**src/rtl/paquetes.sv**
```systemverilog
// Shared definitions for the bus transmit path: broadcast ID, destination
// field helper and the error classification used when checking the FIFOs.
package paquetes;

  localparam logic [7:0] BCAST_ID = 8'hFF;
  localparam int PKT_MAX = 256;

  typedef enum logic [1:0] {
    FIFO_OK  = 2'd0,
    FIFO_OVF = 2'd1,
    FIFO_UNF = 2'd2
  } fifo_err_e;

  // Destination ID sits in the top byte of a packet of width sz.
  function automatic logic [7:0] dest_id(input logic [PKT_MAX-1:0] pkt, input int sz);
    return pkt[sz-1 -: 8];
  endfunction

endpackage

```
**src/rtl/bus_tx_fifo.sv**
```systemverilog
// One first-word-fall-through transmit FIFO for a single bus terminal, with
// occupancy and sticky overflow/underflow flags.
module bus_tx_fifo
  import paquetes::*;
#(
  parameter int pckg_sz = 16,
  parameter int depth   = 8
) (
  input  logic                         clk,
  input  logic                         reset,
  input  logic                         wr_en,
  input  logic [pckg_sz-1:0]           wr_data,
  input  logic                         pop,
  output logic                         full,
  output logic [$clog2(depth+1)-1:0]   count,
  output logic                         overflow,
  output logic                         underflow,
  output logic                         pndng,
  output logic [pckg_sz-1:0]           d_pop
);

  localparam int CNT_W = $clog2(depth+1);
  localparam int PTR_W = $clog2(depth);
  localparam logic [PTR_W-1:0] LAST_PTR = PTR_W'(depth-1);
  localparam logic [CNT_W-1:0] FULL_CNT = CNT_W'(depth);

  logic [pckg_sz-1:0] mem_q [depth];
  logic [PTR_W-1:0]   wr_ptr_q, wr_ptr_d;
  logic [PTR_W-1:0]   rd_ptr_q, rd_ptr_d;
  logic [CNT_W-1:0]   count_q, count_d;
  logic               ovf_q, ovf_d;
  logic               unf_q, unf_d;
  logic               pop_valid;
  logic               wr_acc;

  assign pndng     = (count_q != '0);
  assign full      = (count_q == FULL_CNT);
  assign count     = count_q;
  assign overflow  = ovf_q;
  assign underflow = unf_q;
  assign d_pop     = pndng ? mem_q[rd_ptr_q] : '0;

  // A pop frees a slot in the same edge, so a full FIFO still takes a write.
  assign pop_valid = pop & pndng;
  assign wr_acc    = wr_en & (~full | pop_valid);

  always_comb begin
    wr_ptr_d = wr_ptr_q;
    rd_ptr_d = rd_ptr_q;
    count_d  = count_q;
    ovf_d    = ovf_q | (wr_en & full & ~pop_valid);
    unf_d    = unf_q | (pop & ~pndng);
    if (wr_acc) wr_ptr_d = (wr_ptr_q == LAST_PTR) ? '0 : wr_ptr_q + 1'b1;
    if (pop_valid) rd_ptr_d = (rd_ptr_q == LAST_PTR) ? '0 : rd_ptr_q + 1'b1;
    case ({wr_acc, pop_valid})
      2'b10:   count_d = count_q + 1'b1;
      2'b01:   count_d = count_q - 1'b1;
      default: count_d = count_q;
    endcase
  end

  always_ff @(posedge clk or posedge reset) begin
    if (reset) begin
      wr_ptr_q <= '0;
      rd_ptr_q <= '0;
      count_q  <= '0;
      ovf_q    <= 1'b0;
      unf_q    <= 1'b0;
    end else begin
      wr_ptr_q <= wr_ptr_d;
      rd_ptr_q <= rd_ptr_d;
      count_q  <= count_d;
      ovf_q    <= ovf_d;
      unf_q    <= unf_d;
    end
  end

  // Storage is not reset; the read mux masks it whenever the FIFO is empty.
  always_ff @(posedge clk) begin
    if (wr_acc) mem_q[wr_ptr_q] <= wr_data;
  end

endmodule

```
**src/rtl/bus_tx_fifo_bank.sv**
```systemverilog
// Bank of independent FWFT transmit FIFOs, one per bus terminal, feeding the
// bus arbiter's pndng/D_pop/pop interface.
module bus_tx_fifo_bank
  import paquetes::*;
#(
  parameter int drvrs   = 4,
  parameter int pckg_sz = 16,
  parameter int depth   = 8
) (
  input  logic                         clk,
  input  logic                         reset,
  input  logic [drvrs-1:0]             wr_en,
  input  logic [pckg_sz-1:0]           wr_data   [drvrs-1:0],
  output logic [drvrs-1:0]             full,
  output logic [$clog2(depth+1)-1:0]   count     [drvrs-1:0],
  output logic [drvrs-1:0]             overflow,
  output logic [drvrs-1:0]             underflow,
  output logic [drvrs-1:0]             pndng,
  input  logic [drvrs-1:0]             pop,
  output logic [pckg_sz-1:0]           D_pop     [drvrs-1:0]
);

  for (genvar g = 0; g < drvrs; g++) begin : g_fifo
    bus_tx_fifo #(
      .pckg_sz(pckg_sz),
      .depth  (depth)
    ) u_fifo (
      .clk      (clk),
      .reset    (reset),
      .wr_en    (wr_en[g]),
      .wr_data  (wr_data[g]),
      .pop      (pop[g]),
      .full     (full[g]),
      .count    (count[g]),
      .overflow (overflow[g]),
      .underflow(underflow[g]),
      .pndng    (pndng[g]),
      .d_pop    (D_pop[g])
    );
  end

endmodule

```
**config.mk**
```make
export PLATFORM = sky130hd
export DESIGN_NAME = bus_tx_fifo_bank
export DESIGN_NICKNAME = d
export VERILOG_FILES = /design/src/rtl/paquetes.sv /design/src/rtl/bus_tx_fifo.sv /design/src/rtl/bus_tx_fifo_bank.sv
export SDC_FILE = /design/constraint.sdc
export NUM_CORES = 1
export LEC_CHECK = 0
export CAP_MARGIN = 20
export CORE_ASPECT_RATIO = 0.5
export CORE_MARGIN = 5
export CORE_UTILIZATION = 55
export CTS_BUF_LIST = sky130_fd_sc_hd__clkbuf_4 sky130_fd_sc_hd__clkbuf_8 sky130_fd_sc_hd__clkbuf_16
export DETAILED_ROUTE_END_ITERATION = 12
export PLACE_DENSITY_LB_ADDON = 0.1
export SLEW_MARGIN = 20
export SYNTH_ARGS = -nofsm -noshare
export SYNTH_HDL_FRONTEND = slang
export SYNTH_HIERARCHICAL = 1
export SYNTH_SLANG_ARGS = --single-unit
```
**constraint.sdc**
```tcl
create_clock -name clk -period 7.36 [get_ports clk]
set_clock_uncertainty 0.2 [all_clocks]
set_input_delay 1.104 -clock clk [delete_from_list [all_inputs] [get_ports clk]]
set_output_delay 1.104 -clock clk [all_outputs]
set_load 0.005 [all_outputs]
```
Yosys cells after proc, flatten, opt, wreduce, memory -nomap -nowiden
Memory sizes are Yosys's and may differ from the RTL's.
Index checks and enable logic that the tools add are counted.
{"block": "classes", "add_sub_neg": 16, "n_eq_ne": 20, "mux": 24, "n_bitwise": 44, "reduce_logical": 8}
{"op": "16-bit 2-to-1 mux", "count": 4}
{"op": "4-bit one-hot mux with 2 select lines", "count": 4}
{"op": "3-bit by 1-bit adder with 3-bit output (second input constant)", "count": 8}
{"op": "3-bit equality test (second input constant)", "count": 8}
{"op": "3-bit 2-to-1 mux", "count": 8}
{"op": "1-bit bitwise AND", "count": 20}
{"op": "4-bit by 1-bit adder with 4-bit output (second input constant)", "count": 4}
{"op": "4-bit equality test (second input constant)", "count": 4}
{"op": "4-bit nonzero test", "count": 4}
{"op": "4-bit by 1-bit subtractor with 4-bit output (second input constant)", "count": 4}
{"op": "1-bit NOT", "count": 12}
{"op": "1-bit bitwise OR", "count": 12}
{"op": "2-bit by 1-bit equality test with 1-bit output (second input constant)", "count": 4}
{"op": "2-bit equality test (second input constant)", "count": 4}
{"op": "1-bit 2-to-1 mux", "count": 8}
{"op": "2-bit nonzero test", "count": 4}
{"block": "totals", "ff_bits": 48, "ramBits": 512, "output_inout_bits": 96, "wordCells": 136, "mem_count": 4}
{"memory": "g_fifo[0].u_fifo.mem_q", "depth": 8, "word_bits": 16, "rd": 1, "rd_clocked_by_memory_dff": 0, "write_ports": 1, "line": "bus_tx_fifo.sv:27", "rtl": "logic [pckg_sz-1:0] mem_q [depth];"}
{"memory": "g_fifo[1].u_fifo.mem_q", "depth": 8, "word_bits": 16, "rd": 1, "rd_clocked_by_memory_dff": 0, "write_ports": 1, "line": "bus_tx_fifo.sv:27"}
{"memory": "g_fifo[2].u_fifo.mem_q", "depth": 8, "word_bits": 16, "rd": 1, "rd_clocked_by_memory_dff": 0, "write_ports": 1, "line": "bus_tx_fifo.sv:27"}
{"memory": "g_fifo[3].u_fifo.mem_q", "depth": 8, "word_bits": 16, "rd": 1, "rd_clocked_by_memory_dff": 0, "write_ports": 1, "line": "bus_tx_fifo.sv:27"}

Depth between registers and ports, before layout
{"block": "logic_depth", "ltp_word": 6, "depth_mapped": 9, "depth_no_buf": 8}

Cells and area by module
The synthesis kept the hierarchy.
{"mod": "bus_tx_fifo", "n_inst": 4, "cells_per_inst": 283, "area_per_inst_um2": 5620.4}

Worst setup path before layout
No wires, ideal clock.
{"block": "synth_path", "path_type": "in2reg", "start": "input port pop[0]", "end": "memory g_fifo[0].u_fifo.mem_q[0][0], enable pin", "setup_ns": 0.430, "arrival_time_ns": 3.102, "slack_ns": 3.628, "path_stages": 3, "path_buffers": 1, "cell_sequence": "clkbuf_1 o21ai_4 nor4_1"}
{"block": "synth_via", "elab_chain_cells": 5}
{"item": "start, declared", "line": "bus_tx_fifo_bank.sv:19", "rtl": "input logic [drvrs-1:0] pop,"}
{"item": "1-bit bitwise AND", "line": "bus_tx_fifo.sv:44", "rtl": "assign pop_valid = pop & pndng;"}
{"item": "1-bit bitwise OR", "line": "bus_tx_fifo.sv:45", "rtl": "assign wr_acc = wr_en & (~full | pop_valid);"}
{"item": "1-bit bitwise AND", "line": "bus_tx_fifo.sv:45"}
{"item": "1-bit 2-to-1 mux", "line": "bus_tx_fifo.sv:80", "rtl": "if (wr_acc) mem_q[wr_ptr_q] <= wr_data;"}
{"item": "1-bit 2-to-1 mux (implied by the code)", "line": "bus_tx_fifo.sv:80"}
{"item": "end, declared", "line": "bus_tx_fifo.sv:27"}
No other way between the ends.

==> reports/qor.csv <==
metric,value,unit
outcome,"finished, final reports clean",
die_y,153,µm
power.static_leakage,8.96,nW
clock_pin_transition_on_the_worst_setup_and_hold_timing_paths,60,ps
global_route_wire_length_before_repair,68100,µm
post_drt_wl_per_cell,23.3,µm
timing.final.crit_share,57.9,%
grt_antenna_before_repair,1,
fin_setup_tns,0,ps
drcViolationCount,0,
io_buffers,169,
floorplan.core_area,0.0404,mm²
die_w,296,µm
setup_violations,0,
yosysSeqAreaShare,73.7,%
hpwl,26100,µm
syn_nets,1226,
slew_viol_final,0,
cts.repair.resized,0,
synth.lib_cells_used.distinct,32,
hold_viol_final,0,
cts_max_level,2,
final_cell_area,0.0266,mm²
power-per-cell-area,391,mW/mm²
clock-sinks,560,
floorplan.initialDensity,55.6,%
ys_top_cells_by_count,"sky130_fd_sc_hd__edfxtp_1, sky130_fd_sc_hd__mux4_2, sky130_fd_sc_hd__nor2_1, sky130_fd_sc_hd__mux2i_1, sky130_fd_sc_hd__dfrtp_1",
finalWeightedCongestion,0.751,
synth.ff_latch_count,560,
nNetsFinal,1400,
drt-initial-drc-count,778,
hold_path.class,reg -> reg,
cts_hold_buf,0,
clkLatencyLatePin,550,ps
synth_enable_flop_cells,512,
count_of_non_filler_cells_in_the_finished_layout,1885,
synth.yosys.warnings,6,
clock-root-buffer,sky130_fd_sc_hd__clkbuf_16,
vias_per_cell,5.82,
max_freq,235,MHz
cts_tree,yes,
drt_wl_total,44000,µm
yosys.area.top_type_share,68.4,%
syn_inst,1132,
crit_path_time_final,4260,ps
worst-setup-path-type,reg -> out,
critPathMaxFanout,22,
syn-mean-instance-area,19.9,µm²
holdWs,256,ps
num_rows,52,
cts_buffer_depth,3,
worstSetupStartpointType,flip-flop,
cts-buffers-inserted,47,
layout-area-overhead-vs-synth,18.2,%
unrepaired_setup_endpoints_after_global_routing,false,
grt_usage,19.5,%
post_route_cells_drive_above_1_share,21.7,%
synth_async_sr_flop_share,8.57,%
grt_pass1_vias,11700,
post-synth-top-count-cell,sky130_fd_sc_hd__edfxtp_1,
io_pins,170,
placedCellCount,1797,
detailedRoute.firstPassIterationCount,7,
synth_top_area_cell,sky130_fd_sc_hd__edfxtp_1,
synth-main-ff-cell,sky130_fd_sc_hd__edfxtp_1,
synth_area_leaders,"sky130_fd_sc_hd__edfxtp_1, sky130_fd_sc_hd__mux4_2, sky130_fd_sc_hd__dfrtp_1",
largest_net_degree_at_the_start_of_global_routing,36,
grt_overflow_total,0,
post_dp_cell_area,0.0249,mm²
netlist_area,0.0225,mm²
maxSlewHeadroom,26.2,%
total_power,0.0104,W
worstSetupEndpointType,primary output,
ir_worst_vdd,0.000237,V
max_cap_viol_count,0,
crit_required,6060,ps
final_antenna_net_count,0,
worst_slew_pin_slew,1110,ps
floorplan.die_area,0.0453,mm²
postCtsSetupRepairBufs,0,
cp_data_arrival_time,2960,ps
routed-via-count,11000,
-- worst max-delay path, stage by stage (launching register included) --
cell,delay (ps)
sky130_fd_sc_hd__dfrtp_2,640
sky130_fd_sc_hd__buf_4,470
sky130_fd_sc_hd__mux4_2,560
sky130_fd_sc_hd__mux2i_1,150
sky130_fd_sc_hd__nor2_1,90
sky130_fd_sc_hd__clkdlybuf4s50_1,480
-- layout make-up --
cell class,instances,area [µm²]
Sequential cell,560,16600
Fill cell,2676,13800
Multi-Input combinational cell,492,5750
Timing Repair Buffer,193,1880
Clock buffer,56,1280
Tap cell,540,676
Clock inverter,31,348
Inverter,12,45.0
Antenna cell,1,2.50
-- layer usage --
layer  routed length, µm  vias to the layer above  share of wire, %  track usage, %
li1                    -                     4929                 -               -
met5                   0                        -                 0               0
met4                 871                        0               2.0            4.42
met1               17900                     5765                41            25.3
met2               23400                      213                53            34.8
met3                1800                       66               4.1            3.48
-- flip-flops by register name, summed over array words and instances, names as in the netlist --
signal	count
g_fifo.u_fifo/count	16
g_fifo.u_fifo/mem_q	512
g_fifo.u_fifo/overflow	4
g_fifo.u_fifo/rd_ptr_q	12
g_fifo.u_fifo/underflow	4
g_fifo.u_fifo/wr_ptr_q	12
-- worst paths after layout --
path,start,endpoint,slack (ps),cells after the start
max,g_fifo[1].u_fifo/rd_ptr_q[0],D_pop[18],3100,5
min,g_fifo[0].u_fifo/overflow,g_fifo[0].u_fifo/overflow,260,1
max reg2reg,g_fifo[1].u_fifo/count[0],g_fifo[1].u_fifo/mem_q[6][10],4670,3
min reg2reg,g_fifo[0].u_fifo/overflow,g_fifo[0].u_fifo/overflow,260,1
max in group asynchronous,reset,g_fifo[0].u_fifo/rd_ptr_q[1],5560,2
min in group asynchronous,reset,g_fifo[1].u_fifo/count[3],1010,2
-- cells in the final DEF, fill, tap and decap left out, drive strengths merged, types with 8 or more instances in the layout --
master | synthesis | final
mux2i | 68 | 68
o21ai | 16 | 16
nor4 | 8 | 8
a21o | 20 | 20
clkbuf | 24 | 56
bufinv | 0 | 8
nand2b | 16 | 16
nor3 | 32 | 32
nor2 | 88 | 88
clkdlybuf4s50 | 0 | 169
xor2 | 8 | 8
buf | 44 | 24
inv | 12 | 12
edfxtp | 512 | 512
ha | 20 | 20
dfrtp | 48 | 48
nand2 | 16 | 16
mux4 | 128 | 128
nor4b | 8 | 8
mux2 | 16 | 16
a21oi | 16 | 16
clkinv | 0 | 21
-- cells by family (layout without fill, tap and decap cells) --
group / Yosys count / after routing / share of synthesized area, %
multiplexers: 212 / 212 / 16.7
other: 0 / 1 / 0
AND/OR/NAND/NOR: 184 / 184 / 4.25
flip-flops: 560 / 560 / 73.7
XOR/XNOR: 8 / 8 / 0.312
buffers and inverters: 80 / 292 / 1.67
AO/OA/AOI/OAI: 68 / 68 / 2.20
adder cells (fa/ha/maj): 20 / 20 / 1.11
-- through the flow --
step	utilization, %	setup WS (ps)
2_1_floorplan	-	3630
3_3_place_gp	61.7	3620
3_5_place_dp	61.7	3600
4_1_cts	65.7	3000
5_1_grt	65.7	2850
6_report	65.7	3100
-- report_power, final --
part / switching, W / internal (W) / leakage (nW)
logic: 0.00148 / 0.00188 / 2.94
clock network: 0.00109 / 0.00152 / 0.801
registers: 0.000464 / 0.00397 / 5.22
(Power assumes the default switching activity.)
